--- config.mk ---
export PLATFORM = sky130hd
export DESIGN_NAME = ps_bc_arb
export DESIGN_NICKNAME = d
export VERILOG_FILES = /design/src/rtl/ps_bc_arb.sv
export SDC_FILE = /design/constraint.sdc
export NUM_CORES = 1
export LEC_CHECK = 0
export CORE_AREA = 2 2 60 62
export DETAILED_ROUTE_END_ITERATION = 7
export DIE_AREA = 0 0 62 64
export PLACE_DENSITY = 0.49
export SLEW_MARGIN = 25
export SYNTH_ARGS = -nofsm -noshare
export SYNTH_HDL_FRONTEND = slang
export SYNTH_SLANG_ARGS = --single-unit
--- constraint.sdc ---
create_clock -name clk -period 1.59 [get_ports clk]
set_clock_uncertainty 0.15 [all_clocks]
set_input_delay 0.159 -clock clk [delete_from_list [all_inputs] [get_ports clk]]
set_output_delay 0.159 -clock clk [all_outputs]
set_load 0.005 [all_outputs]
--- src/rtl/ps_bc_arb.sv ---
// Bus-connect arbiter: decoded instructions vs. the interrupt context-save engine.
// Drives the registered DRR/DI mux selects and the status-stack push strobe.
module ps_bc_arb #(
  parameter int unsigned NSAVE     = 3,
  parameter logic [31:0] SAVE_LIST = 32'h0063_7B7C
) (
  input  logic       clk,
  input  logic       rst,
  input  logic       ps_inst_req,
  input  logic [1:0] ps_inst_type,
  input  logic [7:0] ps_inst_ureg_add,
  input  logic       ps_save_req,
  output logic [1:0] ps_bc_drr_slct,
  output logic [1:0] ps_bc_di_slct,
  output logic       ps_bc_push,
  output logic       ps_stall,
  output logic       ps_save_done,
  output logic       ps_arb_err
);

  localparam int unsigned SELW  = 2;
  localparam int unsigned ADDRW = 8;
  localparam logic [SELW-1:0] LAST_BEAT = SELW'(NSAVE - 1);

  typedef enum logic [1:0] {IDLE, SAVE, REPLAY} state_t;

  state_t             state_q;
  logic [SELW-1:0]    beat_q;
  logic               pend_vld_q;
  logic [1:0]         pend_type_q;
  logic [ADDRW-1:0]   pend_addr_q;
  logic [SELW-1:0]    drr_q;
  logic [SELW-1:0]    di_q;
  logic               push_q;
  logic               last_q;
  logic               done_q;
  logic               err_q;
  logic [ADDRW-1:0]   save_addr;

  // Map a ureg source address group onto the DRR mux input
  function automatic logic [SELW-1:0] src_decode(input logic [ADDRW-1:0] addr);
    case (addr[7:4])
      4'h0:       src_decode = 2'b10;
      4'h6, 4'h7: src_decode = 2'b01;
      4'h1, 4'h2: src_decode = 2'b00;
      default:    src_decode = 2'b11;
    endcase
  endfunction

  // DRR select for an instruction grant
  function automatic logic [SELW-1:0] inst_drr(input logic [1:0] typ, input logic [ADDRW-1:0] addr);
    case (typ)
      2'b00:   inst_drr = src_decode(addr);
      2'b11:   inst_drr = 2'b01;
      default: inst_drr = 2'b11;
    endcase
  endfunction

  // DI select for an instruction grant
  function automatic logic [SELW-1:0] inst_di(input logic [1:0] typ);
    case (typ)
      2'b00:   inst_di = 2'b01;
      2'b01:   inst_di = 2'b00;
      2'b10:   inst_di = 2'b10;
      default: inst_di = 2'b01;
    endcase
  endfunction

  // Ureg address pushed on the current save beat
  assign save_addr = SAVE_LIST[{beat_q, 3'b000} +: ADDRW];

  // Sequencer stall: bus busy, or a colliding instruction is being parked
  assign ps_stall = (state_q != IDLE) | (ps_save_req & ps_inst_req);

  // Arbitration FSM with registered selects, push, done and error flag
  always_ff @(posedge clk) begin
    if (rst) begin
      state_q     <= IDLE;
      beat_q      <= '0;
      pend_vld_q  <= 1'b0;
      pend_type_q <= '0;
      pend_addr_q <= '0;
      drr_q       <= 2'b11;
      di_q        <= 2'b11;
      push_q      <= 1'b0;
      last_q      <= 1'b0;
      done_q      <= 1'b0;
      err_q       <= 1'b0;
    end else begin
      drr_q  <= 2'b11;
      di_q   <= 2'b11;
      push_q <= 1'b0;
      last_q <= 1'b0;
      done_q <= last_q;
      case (state_q)
        IDLE: begin
          if (ps_save_req) begin
            state_q <= SAVE;
            beat_q  <= '0;
            if (ps_inst_req) begin
              pend_vld_q  <= 1'b1;
              pend_type_q <= ps_inst_type;
              pend_addr_q <= ps_inst_ureg_add;
            end
          end else if (ps_inst_req) begin
            drr_q <= inst_drr(ps_inst_type, ps_inst_ureg_add);
            di_q  <= inst_di(ps_inst_type);
          end
        end
        SAVE: begin
          drr_q  <= src_decode(save_addr);
          di_q   <= 2'b01;
          push_q <= 1'b1;
          if (ps_save_req) err_q <= 1'b1;
          if (ps_inst_req) begin
            if (pend_vld_q) begin
              err_q <= 1'b1;
            end else begin
              pend_vld_q  <= 1'b1;
              pend_type_q <= ps_inst_type;
              pend_addr_q <= ps_inst_ureg_add;
            end
          end
          if (beat_q == LAST_BEAT) begin
            beat_q  <= '0;
            last_q  <= 1'b1;
            state_q <= (pend_vld_q | ps_inst_req) ? REPLAY : IDLE;
          end else begin
            beat_q <= beat_q + 2'd1;
          end
        end
        REPLAY: begin
          drr_q      <= inst_drr(pend_type_q, pend_addr_q);
          di_q       <= inst_di(pend_type_q);
          pend_vld_q <= 1'b0;
          state_q    <= IDLE;
          if (ps_save_req | ps_inst_req) err_q <= 1'b1;
        end
        default: state_q <= IDLE;
      endcase
    end
  end

  assign ps_bc_drr_slct = drr_q;
  assign ps_bc_di_slct  = di_q;
  assign ps_bc_push     = push_q;
  assign ps_save_done   = done_q;
  assign ps_arb_err     = err_q;

endmodule

==> impl_metrics.json <==
{
  "p_clk_share_pct": 25.2,
  "detail-route-antenna-nets": 0,
  "dieArea_um2": 3970,
  "clock_sinks": 19,
  "ctsHoldBuffers": 0,
  "wire_per_inst_um": 11.4,
  "p_int_w": 0.000717,
  "post_dp_cell_area_um2": 1270,
  "drc_errors": 0,
  "portBuffers": 17,
  "max_cap_viol_count": 0,
  "grt-ovfl-total": 0,
  "relSlewSlack_pct": 76.3,
  "worst_slew_pin_slew_ns": 0.355,
  "io_pins": 22,
  "synthCells": 108,
  "antenna_found_initial": 0,
  "synthTopCellsByArea": "dfxtp_1, ha_1, mux2i_1",
  "grt_pass1_wl_mm": 3.59,
  "synth_cell_types": 32,
  "worstPathArrival_ns": 1.53,
  "yosysSeqAreaShare_pct": 40.3,
  "syn_nets": 128,
  "rr_startpoint": "pend_addr_q[4]$_SDFFE_PP0P_",
  "timing.final.ws_setup_ns": 0.100,
  "sw_frac_of_total_pct": 26.7,
  "holdPathEnd": "state_q[1]$_SDFFE_PP0P_",
  "p_switching_w": 0.000261,
  "grt_pass1_vias": 816,
  "worstSetupPathType": "register to register",
  "synth_top_area_cell": "dfxtp_1",
  "drt-pass1-iter-count": 4,
  "peakVddDrop_uv": 350,
  "die_w_um": 62,
  "hp-class": "primary input to register",
  "grt_use_total_pct": 11.7,
  "vias_per_cell": 4.39,
  "wirelength_mm": 2.12,
  "finalHoldViolCount": 0,
  "maxSlewViolCount": 0,
  "cp_max_fo": 3,
  "rsz0062_at_grt": "false",
  "drive_above_1_share_pct": 22.1,
  "final_area_um2": 1330,
  "core_um2": 3280,
  "power_w": 0.000978,
  "power_frac_comb_pct": 21.5,
  "grt_max_degree": 11,
  "numCtsBuffers": 3,
  "p_leak_nw": 0.552,
  "cp.required_ns": 1.63,
  "diodes": 0,
  "r2r_end": "ps_bc_drr_slct[0]$_SDFF_PP1_",
  "die_y_um": 64,
  "hpwl_mm": 1.61,
  "period_minus_slack_ns": 1.49,
  "syn_area_per_cell_um2": 8.75,
  "setup_viol": 0,
  "reg2reg_slack_ns": 0.10,
  "gp_congestion": 0.769,
  "hold_start": "ps_inst_req",
  "ys_seq_elements": 19,
  "cts_tree": "built",
  "cts.path.max_buffers": 2,
  "dp_worst_setup_slack_ns": -0.239,
  "powerDensity_nw_per_um2": 734,
  "finalSetupTns_ns": 0,
  "timing.hold.ws_ns": 0.241,
  "syn2layout_area_growth_pct": 41.1,
  "power_frac_seq_pct": 53.3,
  "vias": 817,
  "status": "complete, no violations",
  "clkTransAtPathRegs_ns": 0.11,
  "h-tree-depth": 1,
  "cts_setup_buffers": 0,
  "timing.fmax_mhz": 671,
  "critical_path.startpoint_type": "register",
  "rows": 21,
  "drt-initial-drc-count": 8,
  "end_kind": "register",
  "layout.nets": 161,
  "period_share_pct": 93.7,
  "filler_cell_count": 326,
  "initial_utilization_pct": 28.8,
  "ys_warn_count": 0,
  "synth_top_area_share_pct": 40.3,
  "cts-root-buf": "clkbuf_4",
  "syn_area_um2": 945,
  "holdPathStages": 3,
  "reg2regPathDepth": 4,
  "clk_latency_ns": 0.29
}
-- registers in the layout, summed over array words and instances, names as in the netlist --
register and cells:
ps_bc_di_slct 2, ps_bc_push 1, pend_type_q 2, state_q 2
beat_q 2, ps_arb_err 1, pend_vld_q 1, last_q 1
ps_bc_drr_slct 2, pend_addr_q 4, ps_save_done 1
-- layer usage --
layer  global-route usage [%]  share of wire, %  wire length [um]
met1                     15.8                48              1030
met3                     1.42               1.8                39
met2                     17.7                48              1010
met4                     6.12               1.8                38
met5                        0                 0                 0
-- Yosys cell counts, drive strengths merged --
cell type	count
mux2i	6
ha	6
a31oi	1
a22oi	1
o21a	1
inv	9
o22ai	1
o21ai	5
or3	1
a221oi	1
or2b	1
o31ai	1
and3	1
nand2	6
nor3	2
nand2b	5
xnor2	2
buf	2
a211oi	1
clkbuf	2
or2	1
dfxtp	19
a21o	1
nand3b	1
a211o	3
nand3	1
a21oi	5
o21bai	1
nor2b	4
a311oi	2
nor2	15
-- final cells by class --
| class | instances | area [um^2] | share of cell area, % |
|---|---|---|---|
| multi-input combinational | 76 | 543 | 40.8 |
| inverter | 9 | 33.8 | 2.54 |
| clock buffer | 4 | 26.3 | 1.97 |
| timing repair buffer | 32 | 280 | 21.0 |
| tap | 46 | 57.6 | 4.32 |
| sequential | 19 | 392 | 29.4 |
-- repair_timing --
item | 4_1_cts | 5_1_grt
setup endpoints to repair | 1 | 1
pin swaps | 0 | 2
hold endpoints to repair | 0 | 0
gates resized for setup | 5 | 8
-- cells by family (layout without fill, tap and decap cells) --
family | after synthesis | in the layout | synth area share [%]
AND/OR/NAND/NOR | 38 | 38 | 19.5
adder cells (fa/ha/maj) | 6 | 6 | 7.95
flip-flops | 19 | 19 | 40.3
multiplexers | 6 | 6 | 6.36
AO/OA/AOI/OAI | 24 | 24 | 18.7
buffers and inverters | 13 | 45 | 5.43
XOR/XNOR | 2 | 2 | 1.85
-- metrics by stage --
step	cells	util [%]
2_1_floorplan	108	-
3_3_place_gp	182	38.6
3_5_place_dp	182	38.6
4_1_cts	186	39.5
5_1_grt	186	40.6
6_report	186	40.6
-- worst max-delay path, stage by stage (launching register included) --
cell and delay (ns):
dfxtp_2 0.34, a211o_1 0.31, a211oi_2 0.18, nor2_1 0.07, or3_1 0.33
-- power groups by stage --
| stage | Sequential (W) | Clock, W | Combinational [W] |
|---|---|---|---|
| CTS | 0.000519 | 0.000260 | 0.000200 |
| global placement | 0.000531 | 0 | 0.000198 |
| global route | 0.000525 | 0.000275 | 0.000236 |
| floorplan | 0.000526 | 0 | 0.000107 |
| detailed placement | 0.000531 | 0 | 0.000201 |
| finish | 0.000521 | 0.000247 | 0.000210 |
-- cell usage in the layout (no fill, tap or decap) --
cell type	synthesis	routed
a211oi_2	1	1
nand3b_1	1	1
a211o_1	3	3
dfxtp_2	0	6
o31ai_1	1	1
dfxtp_1	19	12
o21ai_0	5	5
a22oi_1	1	1
nor2_1	15	15
mux2i_1	6	6
o21a_1	1	1
ha_4	0	2
nor3_2	0	1
or3_1	1	1
a311oi_1	2	2
a21oi_1	4	4
dlygate4sd2_1	0	2
clkbuf_4	0	3
nand2_1	6	6
dfxtp_4	0	1
nor3_1	2	1
clkbuf_1	2	1
a21o_1	1	1
o21bai_1	1	1
buf_4	0	15
or2_2	1	1
a221oi_1	1	1
clkdlybuf4s50_1	0	15
xnor2_1	2	2
nand3_1	1	1
ha_1	6	4
a21oi_4	1	1
nand2b_1	5	5
a31oi_1	1	1
inv_1	9	9
nor2b_1	4	4
or2b_1	1	1
and3_1	1	1
o22ai_1	1	1
-- worst max-delay path by stage --
| stage | from | to | slack, ns |
|---|---|---|---|
| 2_1_floorplan | pend_type_q[0]$_SDFFE_PP0P_ | ps_bc_drr_slct[0]$_SDFF_PP1_ | 0.13 |
| 3_3_place_gp | ps_inst_type[0] | ps_bc_drr_slct[0]$_SDFF_PP1_ | -0.23 |
| 3_5_place_dp | ps_inst_type[0] | ps_bc_drr_slct[0]$_SDFF_PP1_ | -0.24 |
| 4_1_cts | pend_type_q[0]$_SDFFE_PP0P_ | ps_bc_drr_slct[0]$_SDFF_PP1_ | 0.03 |
| 5_1_grt | pend_addr_q[4]$_SDFFE_PP0P_ | ps_bc_drr_slct[0]$_SDFF_PP1_ | 0.03 |
| 6_report | pend_addr_q[4]$_SDFFE_PP0P_ | ps_bc_drr_slct[0]$_SDFF_PP1_ | 0.10 |
(Power assumes the default switching activity.)
